==> src/rtl/axi_bank_scheduler.sv <==
// Line-buffer bank scheduler: hands BRAM banks to a stream writer and an undistort reader in strict FIFO order.
// Latency: a grant or release takes effect on the edge after the req/done; full_count and bank_select are registered.
// Backpressure: the writer stalls (sticky overflow) on a non-FREE bank; AXI_BANK_SCHED_OVERWRITE_EN reclaims the oldest FULL bank instead.
module axi_bank_scheduler #(
    parameter int NUM_BANKS = 4,
    parameter int IDX_W     = 2
) (
    input  logic                 ACLK,
    input  logic                 ARESETn,
    input  logic                 frame_start,
    input  logic                 wr_req,
    input  logic                 wr_done,
    output logic                 wr_grant,
    output logic [IDX_W-1:0]     wr_bank,
    input  logic                 rd_req,
    input  logic                 rd_done,
    output logic                 rd_grant,
    output logic [IDX_W-1:0]     rd_bank,
    output logic [NUM_BANKS-1:0] bank_select,
    output logic [IDX_W:0]       full_count,
    output logic                 overflow,
    output logic [7:0]           drop_count
);

    typedef enum logic [1:0] {
        FREE    = 2'd0,
        WRITING = 2'd1,
        FULL    = 2'd2,
        READING = 2'd3
    } bank_state_t;

    bank_state_t          bank_q [NUM_BANKS];
    bank_state_t          bank_d [NUM_BANKS];
    logic [IDX_W-1:0]     wp_q, wp_d;
    logic [IDX_W-1:0]     rp_q, rp_d;
    logic                 wr_grant_d, rd_grant_d;
    logic [IDX_W-1:0]     wr_bank_d, rd_bank_d;
    logic [NUM_BANKS-1:0] bank_select_d;
    logic [IDX_W:0]       full_count_d;
    logic                 overflow_d;
    logic [7:0]           drop_count_d;

    function automatic logic [IDX_W-1:0] next_idx(input logic [IDX_W-1:0] idx);
        return (idx == IDX_W'(NUM_BANKS - 1)) ? '0 : idx + IDX_W'(1);
    endfunction

    always_ff @(posedge ACLK or negedge ARESETn) begin
        if (!ARESETn) begin
            for (int k = 0; k < NUM_BANKS; k++) begin
                bank_q[k] <= FREE;
            end
            wp_q        <= '0;
            rp_q        <= '0;
            wr_grant    <= 1'b0;
            rd_grant    <= 1'b0;
            wr_bank     <= '0;
            rd_bank     <= '0;
            bank_select <= '0;
            full_count  <= '0;
            overflow    <= 1'b0;
            drop_count  <= 8'd0;
        end else begin
            for (int k = 0; k < NUM_BANKS; k++) begin
                bank_q[k] <= bank_d[k];
            end
            wp_q        <= wp_d;
            rp_q        <= rp_d;
            wr_grant    <= wr_grant_d;
            rd_grant    <= rd_grant_d;
            wr_bank     <= wr_bank_d;
            rd_bank     <= rd_bank_d;
            bank_select <= bank_select_d;
            full_count  <= full_count_d;
            overflow    <= overflow_d;
            drop_count  <= drop_count_d;
        end
    end

    always_comb begin
        for (int k = 0; k < NUM_BANKS; k++) begin
            bank_d[k] = bank_q[k];
        end
        wp_d          = wp_q;
        rp_d          = rp_q;
        wr_grant_d    = wr_grant;
        rd_grant_d    = rd_grant;
        wr_bank_d     = wr_bank;
        rd_bank_d     = rd_bank;
        overflow_d    = overflow;
        drop_count_d  = drop_count;
        bank_select_d = '0;
        full_count_d  = '0;

        if (frame_start) begin
            for (int k = 0; k < NUM_BANKS; k++) begin
                bank_d[k] = FREE;
            end
            wp_d       = '0;
            rp_d       = '0;
            wr_grant_d = 1'b0;
            rd_grant_d = 1'b0;
            wr_bank_d  = '0;
            rd_bank_d  = '0;
            overflow_d = 1'b0;
        end else begin
            if (wr_grant) begin
                if (wr_done) begin
                    bank_d[wr_bank] = FULL;
                    wr_grant_d      = 1'b0;
                    wp_d            = next_idx(wp_q);
                end
            end else if (wr_req) begin
                if (bank_q[wp_q] == FREE) begin
                    bank_d[wp_q] = WRITING;
                    wr_grant_d   = 1'b1;
                    wr_bank_d    = wp_q;
                end else begin
                    overflow_d = 1'b1;
`ifdef AXI_BANK_SCHED_OVERWRITE_EN
                    // A read grant on the same bank this cycle wins; the drop is avoided.
                    if (bank_q[wp_q] == FULL && !(rd_req && !rd_grant && rp_q == wp_q)) begin
                        bank_d[wp_q] = WRITING;
                        wr_grant_d   = 1'b1;
                        wr_bank_d    = wp_q;
                        rp_d         = next_idx(rp_q);
                        if (drop_count != 8'hFF) begin
                            drop_count_d = drop_count + 8'd1;
                        end
                    end
`endif
                end
            end

            if (rd_grant) begin
                if (rd_done) begin
                    bank_d[rd_bank] = FREE;
                    rd_grant_d      = 1'b0;
                    rp_d            = next_idx(rp_q);
                end
            end else if (rd_req && bank_q[rp_q] == FULL) begin
                bank_d[rp_q] = READING;
                rd_grant_d   = 1'b1;
                rd_bank_d    = rp_q;
            end
        end

        // Outputs derive from next state so they register in step with the banks.
        for (int k = 0; k < NUM_BANKS; k++) begin
            bank_select_d[k] = (bank_d[k] == WRITING);
            if (bank_d[k] == FULL) begin
                full_count_d = full_count_d + {{IDX_W{1'b0}}, 1'b1};
            end
        end
    end

endmodule

==> config.mk <==
export PLATFORM = sky130hd
export DESIGN_NAME = axi_bank_scheduler
export DESIGN_NICKNAME = d
export VERILOG_FILES = /design/src/rtl/axi_bank_scheduler.sv
export SDC_FILE = /design/constraint.sdc
export NUM_CORES = 1
export LEC_CHECK = 0
export ABC_AREA = 0
export CORE_MARGIN = 2
export CORE_UTILIZATION = 54
export CTS_BUF_LIST = sky130_fd_sc_hd__clkbuf_4 sky130_fd_sc_hd__clkbuf_8
export DETAILED_ROUTE_END_ITERATION = 8
export PLACE_DENSITY = 0.83
export REMOVE_ABC_BUFFERS = 1
export SLEW_MARGIN = 20
export SYNTH_ARGS = -nofsm -noshare
export SYNTH_HDL_FRONTEND = slang
export SYNTH_SLANG_ARGS = --single-unit
==> constraint.sdc <==
create_clock -name ACLK -period 3.9 [get_ports ACLK]
set_input_delay 0.585 -clock ACLK [delete_from_list [all_inputs] [get_ports ACLK]]
set_output_delay 0.585 -clock ACLK [all_outputs]
set_load 0.005 [all_outputs]
==> results.sh, run 1 <==
export IMPL_run_status="completed"
export IMPL_netlist_area_leader_share=0.391
export IMPL_die_width_um=59.5
export IMPL_full_die_area_um2=3540
export IMPL_wire_per_inst_um=15.0
export IMPL_clock_skew_final_ns=0.00889
export IMPL_netlist_area_um2=1660
export IMPL_most_frequent_cells_in_the_layout="sky130_fd_sc_hd__dfrtp_1, sky130_fd_sc_hd__clkdlybuf4s50_1, sky130_fd_sc_hd__a21oi_1"
export IMPL_cp_depth=13
export IMPL_numPlacedInstances=229
export IMPL_pwr_density_cell_nw_per_um2=276
export IMPL_hold_buf_count_cts=0
export IMPL_critical_path_slowest_cell="sky130_fd_sc_hd__mux4_2"
export IMPL_reg2regPathDepth=13
export IMPL_cts_sink_count=26
export IMPL_drt_iter0_drc=69
export IMPL_yosysUniqueCellTypes=47
export IMPL_clock_insertion_delay_worst_skew_ns=0.32
export IMPL_max_slew_margin_rel=0.627
export IMPL_grt_setup_unrepaired="false"
export IMPL_gpl_final_weighted_congestion=0.860
export IMPL_critical_path_reg2reg_startpoint="rp_q[0]"
export IMPL_vias=1408
export IMPL_maxClockFrequency_mhz=277
export IMPL_net_switching_power_w=0.000151
export IMPL_post_dp_hpwl_mm=2.65
export IMPL_max_stage_delay_on_crit_path_ns=0.58
export IMPL_pwr_share_clk=0.214
export IMPL_drt_pass1_iter_count=4
export IMPL_maxCapViolCount=0
export IMPL_grt_max_degree=29
export IMPL_clockRootBuffer="sky130_fd_sc_hd__clkbuf_4"
export IMPL_synth_flop_cell="sky130_fd_sc_hd__dfrtp_1"
export IMPL_layout_commonest_cell="sky130_fd_sc_hd__dfrtp_1"
export IMPL_worst_hold_path_type="input pin to asynchronous set/reset pin"
export IMPL_synth_async_reset_ratio=1.00
export IMPL_routed_wl_mm=3.48
export IMPL_crit_path_end_kind="flip-flop"
export IMPL_count_of_final_max_slew_check_failures=0
export IMPL_worstPathCellList="inv_1 -> mux4_2 -> and2_2 -> a211oi_2 -> and3_1 -> ha_1 -> or2_2 -> a311oi_1 -> nand2_1 -> nand2_1 -> ha_1 -> and3_1 -> a31o_1"
export IMPL_drc=0
export IMPL_via_count_of_the_first_global_routing_pass=1320
export IMPL_placement_io_buffers=20
export IMPL_first_pass_grt_wire_length_mm=6.11
export IMPL_n_antenna_cell=0
export IMPL_max_clock_path_buffers=2
export IMPL_synthesis_to_finish_area_growth_pct=13.9
export IMPL_synthTopCellsByArea="sky130_fd_sc_hd__dfrtp_1, sky130_fd_sc_hd__ha_1, sky130_fd_sc_hd__a21oi_1"
export IMPL_p_sw_frac=0.288
export IMPL_critical_path_class="flip-flop to flip-flop"
export IMPL_core_area_um2=2980
export IMPL_cp_arrival_ns=3.84
export IMPL_leakagePower_nw=0.882
export IMPL_period_share=0.927
export IMPL_drive_gt1_frac=0.0754
export IMPL_worst_setup_path_startpoint="rp_q[0]"
export IMPL_num_nets_final=219
export IMPL_setup_violations_final=0
export IMPL_numCtsBuffers=3
export IMPL_synth_seq_area_share=0.391
export IMPL_globalRouteOverflowTotal=0
export IMPL_syn_mean_instance_area_um2=9.29
export IMPL_ir_drop_mv=0.183
export IMPL_clkTransAtPathRegs_ns=0.13
export IMPL_initial_utilization=0.558
export IMPL_finalNonFillerCells=232
export IMPL_worst_pin_slew_ns=0.560
export IMPL_final_setup_tns_ns=0
export IMPL_cp_required_ns=4.12
export IMPL_initial_antenna_violation_count=0
export IMPL_synth_edff_count=0
export IMPL_comb_power_share=0.220
export IMPL_count_of_mapped_cells_out_of_synthesis=179
export IMPL_grt_use_total=0.230
export IMPL_final_fill_count=266
export IMPL_yosys_register_bits=26
export IMPL_cts_htree_levels=1
export IMPL_worst_r2r_setup_slack_ns=0.28
export IMPL_worst_path_max_fanout=7
export IMPL_rows=20
export IMPL_finalHoldViolations=0
export IMPL_drtAntennaViolNets=0
export IMPL_via_per_inst=6.07
export IMPL_synth_largest_area_cell="sky130_fd_sc_hd__dfrtp_1"
export IMPL_time_the_worst_path_needs_with_i_o_delays_and_setup_ns=3.62
export IMPL_seqPwrFrac=0.566
export IMPL_num_io_pins=29
export IMPL_yosysWarningCount=0
export IMPL_internal_power_w=0.000372
export IMPL_cts_tree="done"
export IMPL_worstPathBufferInverterCount=1
export IMPL_crit_family="simple AND/OR/NAND/NOR gates"
export IMPL_timing_critical_path_from_type="flip-flop"
export IMPL_die_y_um=59.5
[worst paths after layout]
kind | endpoint
max | full_count[1]
min | bank_q[7]
max reg2reg | full_count[1]
min reg2reg | overflow
max in group asynchronous | rp_q[0]
min in group ACLK | overflow
[flip-flops by register name, indices dropped and copies added, names as in the netlist]
signal and cells:
bank_select 4, bank_q 8, rd_bank 2, rd_grant 1, full_count 3, wr_grant 1, wp_q 2, wr_bank 2
rp_q 2, overflow 1
[synth_stat cells (2+ instances only)]
master / n
sky130_fd_sc_hd__a21o_1: 4
sky130_fd_sc_hd__a21oi_1: 15
sky130_fd_sc_hd__a311oi_1: 2
sky130_fd_sc_hd__and2_1: 2
sky130_fd_sc_hd__and2b_1: 3
sky130_fd_sc_hd__and3_1: 3
sky130_fd_sc_hd__buf_2: 2
sky130_fd_sc_hd__buf_4: 8
sky130_fd_sc_hd__clkbuf_1: 3
sky130_fd_sc_hd__dfrtp_1: 26
sky130_fd_sc_hd__ha_1: 11
sky130_fd_sc_hd__inv_1: 10
sky130_fd_sc_hd__mux2i_1: 4
sky130_fd_sc_hd__nand2_1: 13
sky130_fd_sc_hd__nand2b_1: 3
sky130_fd_sc_hd__nand3_1: 8
sky130_fd_sc_hd__nand4_1: 2
sky130_fd_sc_hd__nand4b_1: 3
sky130_fd_sc_hd__nor2_1: 11
sky130_fd_sc_hd__nor2b_1: 4
sky130_fd_sc_hd__nor3_1: 7
sky130_fd_sc_hd__nor4_1: 3
sky130_fd_sc_hd__nor4b_1: 3
sky130_fd_sc_hd__o21ai_0: 4
sky130_fd_sc_hd__or3_1: 2
sky130_fd_sc_hd__xnor2_1: 2
[per-stage QoR]
step                area, µm²  setup WS (ns)  total power, W  utilization  hold slack [ns]
floorplan                1610          0.529        0.000363            -            0.289
global placement         1870          0.249        0.000413        0.629            0.484
detailed placement       1870          0.202        0.000416        0.627            0.483
CTS                      1890          0.215        0.000528        0.634            0.258
global route             1890         0.0959        0.000554        0.636            0.259
finish                   1890          0.285        0.000523        0.636            0.227
[routing by layer]
metal / GRT usage / share of wire
met2: 0.369 / 0.48
met4: 0.0762 / 0.019
met3: 0.0415 / 0.049
met1: 0.314 / 0.45
met5: 0 / 0
[logic make-up (layout without fill, tap and decap cells)]
logic type               after synthesis  after routing  synth area share
AND/OR/NAND/NOR                       72             72             0.242
AO/OA/AOI/OAI                         39             39             0.163
flip-flops                            26             26             0.391
buffers and inverters                 23             36            0.0715
adder cells (fa/ha/maj)               11             11            0.0828
multiplexers                           5              5            0.0376
XOR/XNOR                               2              2            0.0105
other                                  1              8           0.00226
[power groups by stage]
| stage | logic (W) | clock network [W] | registers (W) |
|---|---|---|---|
| floorplan | 0.0000648 | 0 | 0.000299 |
| global placement | 0.000113 | 0 | 0.000301 |
| detailed placement | 0.000115 | 0 | 0.000301 |
| CTS | 0.000116 | 0.000116 | 0.000296 |
| global route | 0.000130 | 0.000125 | 0.000299 |
| finish | 0.000115 | 0.000112 | 0.000296 |
[cell type report]
type,count,area [µm²],share of cell area
inverters,10,37.5,0.0198
repair buffers,23,218,0.115
flip-flops and latches,26,651,0.343
clock buffers,3,22.5,0.0119
well taps,33,41.3,0.0218
multi-input cells,137,925,0.488
[repair_timing]
action                     CTS  global route
setup buffers                0             0
setup endpoints to repair    0             1
resized for setup            0             1
Power figures use the tool's default switching activity.
==> run 2, diff against run 1 <==
Settings changed: MAX_ROUTING_LAYER set to met4.
==> run 2 against run 1 <==
- via count decreased by 1.7%
- critical path depth unchanged
- utilization unchanged
- clock power about the same
- global-route usage increased by 0.68 points
- first-iteration DRC count decreased by 2.9%
- total power increased by 0.16%
- combinational power about the same
- sequential cell count unchanged
- sequential power about the same
- clock-buffer cell count unchanged
==> results.sh, run 2 (same netlist as run 1, synthesis figures left out) <==
export IMPL_met3_length_um=147
export IMPL_first_pass_grt_wire_length_mm=6.11
export IMPL_drtAntennaViolNets=0
export IMPL_net_switching_power_w=0.000151
export IMPL_die_y_um=59.5
export IMPL_seqPwrFrac=0.565
export IMPL_comb_power_share=0.221
export IMPL_clock_insertion_delay_worst_skew_ns=0.32
export IMPL_reg2regPathDepth=13
export IMPL_maxClockFrequency_mhz=276
export IMPL_most_frequent_cells_in_the_layout="sky130_fd_sc_hd__dfrtp_1, sky130_fd_sc_hd__clkdlybuf4s50_1, sky130_fd_sc_hd__a21oi_1"
export IMPL_worst_r2r_setup_slack_ns=0.28
export IMPL_cp_arrival_ns=3.84
export IMPL_setup_violations_final=0
export IMPL_clockRootBuffer="sky130_fd_sc_hd__clkbuf_4"
export IMPL_met2RoutedLength_mm=1.71
export IMPL_hold_buf_count_cts=0
export IMPL_placement_io_buffers=20
export IMPL_max_flop_register="bank_q"
export IMPL_largest_reg_flops=8
export IMPL_max_clock_path_buffers=2
export IMPL_worst_pin_slew_ns=0.564
export IMPL_top_layer_used="met4"
export IMPL_cts_htree_levels=1
export IMPL_gpl_final_weighted_congestion=0.874
export IMPL_wl_met1_mm=1.59
export IMPL_drc=0
export IMPL_crit_path_end_kind="flip-flop"
export IMPL_cts_sink_count=26
export IMPL_initial_utilization=0.558
export IMPL_post_cts_buffers=0
export IMPL_fin_area_um2=1890
export IMPL_num_io_pins=29
export IMPL_synthesis_to_finish_area_growth_pct=13.9
export IMPL_worst_path_max_fanout=7
export IMPL_drt_iter0_drc=67
export IMPL_drive_gt1_frac=0.0754
export IMPL_placed_area_um2=1870
export IMPL_ir_drop_mv=0.182
export IMPL_critical_path_slowest_cell="sky130_fd_sc_hd__mux4_2"
export IMPL_worstPathCellList="inv_1 -> mux4_2 -> and2_2 -> a211oi_2 -> and3_1 -> ha_1 -> or2_2 -> a311oi_1 -> nand2_1 -> nand2_1 -> ha_1 -> and3_1 -> a31o_1"
export IMPL_globalRouteOverflowTotal=0
export IMPL_worstPathBufferInverterCount=1
export IMPL_cts_tree="done"
export IMPL_via_per_inst=5.97
export IMPL_initial_antenna_violation_count=0
export IMPL_full_die_area_um2=3540
export IMPL_p_sw_frac=0.289
export IMPL_grt_use_total=0.236
export IMPL_max_slew_margin_rel=0.624
export IMPL_final_setup_tns_ns=0
export IMPL_registers_with_the_most_flip_flops="bank_q x8, bank_select x4, full_count x3"
export IMPL_critical_path_reg2reg_startpoint="rp_q[0]"
export IMPL_core_area_um2=2980
export IMPL_critical_path_class="flip-flop to flip-flop"
export IMPL_post_dp_hpwl_mm=2.65
export IMPL_pwr_density_cell_nw_per_um2=276
export IMPL_internal_power_w=0.000372
export IMPL_worst_setup_path_startpoint="rp_q[0]"
export IMPL_period_share=0.928
export IMPL_maxCapViolCount=0
export IMPL_finalHoldViolations=0
export IMPL_rows=20
export IMPL_max_stage_delay_on_crit_path_ns=0.58
export IMPL_routed_wl_mm=3.50
export IMPL_n_antenna_cell=0
export IMPL_clock_skew_final_ns=0.00843
export IMPL_drt_pass1_iter_count=6
export IMPL_num_nets_final=219
export IMPL_leakagePower_nw=0.882
export IMPL_pwr_share_clk=0.214
export IMPL_timing_critical_path_from_type="flip-flop"
export IMPL_layout_commonest_cell="sky130_fd_sc_hd__dfrtp_1"
export IMPL_worst_hold_path_type="input pin to asynchronous set/reset pin"
export IMPL_cp_required_ns=4.12
export IMPL_die_width_um=59.5
export IMPL_grt_max_degree=29
export IMPL_grt_setup_unrepaired="false"
export IMPL_wire_per_inst_um=15.1
export IMPL_time_the_worst_path_needs_with_i_o_delays_and_setup_ns=3.62
export IMPL_cts_repair_resize_count=0
export IMPL_count_of_final_max_slew_check_failures=0
export IMPL_vias=1384
export IMPL_via_count_of_the_first_global_routing_pass=1327
export IMPL_run_status="completed"
export IMPL_crit_family="simple AND/OR/NAND/NOR gates"
export IMPL_numCtsBuffers=3
export IMPL_clkTransAtPathRegs_ns=0.13
export IMPL_reg2reg_to="full_count[1]"
==> run 2: area by class of cell <==
class                      instances  area, µm²
clock buffer                       3       22.5
inverter                          10       37.5
sequential                        26        651
timing repair buffer              23        218
tap                               33       41.3
multi-input combinational        137        925
fill                             266       1080
==> run 2: worst max path at each step <==
stage | end | slack (ns) | cells after the start
final | full_count[1] | 0.28 | 13
after global routing | full_count[1] | 0.1 | 13
after CTS | full_count[1] | 0.22 | 13
after detailed placement | full_count[1] | 0.20 | 13
after floorplan | full_count[1] | 0.53 | 13
after global placement | full_count[1] | 0.25 | 13
==> run 2: power by group through the flow <==
stage | clock network [W] | logic [W] | registers [W]
after CTS | 0.000116 | 0.000116 | 0.000296
after global routing | 0.000125 | 0.000130 | 0.000299
final | 0.000112 | 0.000116 | 0.000296
after detailed placement | 0 | 0.000115 | 0.000301
after global placement | 0 | 0.000113 | 0.000301
after floorplan | 0 | 0.0000648 | 0.000299
==> run 2: through the flow <==
step | setup WS [ns] | cells | util | hold WS, ns | total power (W)
after global placement | 0.249 | 229 | 0.629 | 0.484 | 0.000413
after CTS | 0.215 | 232 | 0.634 | 0.258 | 0.000528
after floorplan | 0.529 | 173 | - | 0.289 | 0.000363
after detailed placement | 0.202 | 229 | 0.627 | 0.483 | 0.000416
after global routing | 0.0958 | 232 | 0.636 | 0.259 | 0.000554
final | 0.281 | 232 | 0.636 | 0.228 | 0.000524
==> run 2: routing by layer <==
metal	track usage	up-vias
met5	-	-
met1	0.315	673
li1	-	671
met3	0.0393	5
met4	0.0762	0
met2	0.369	35
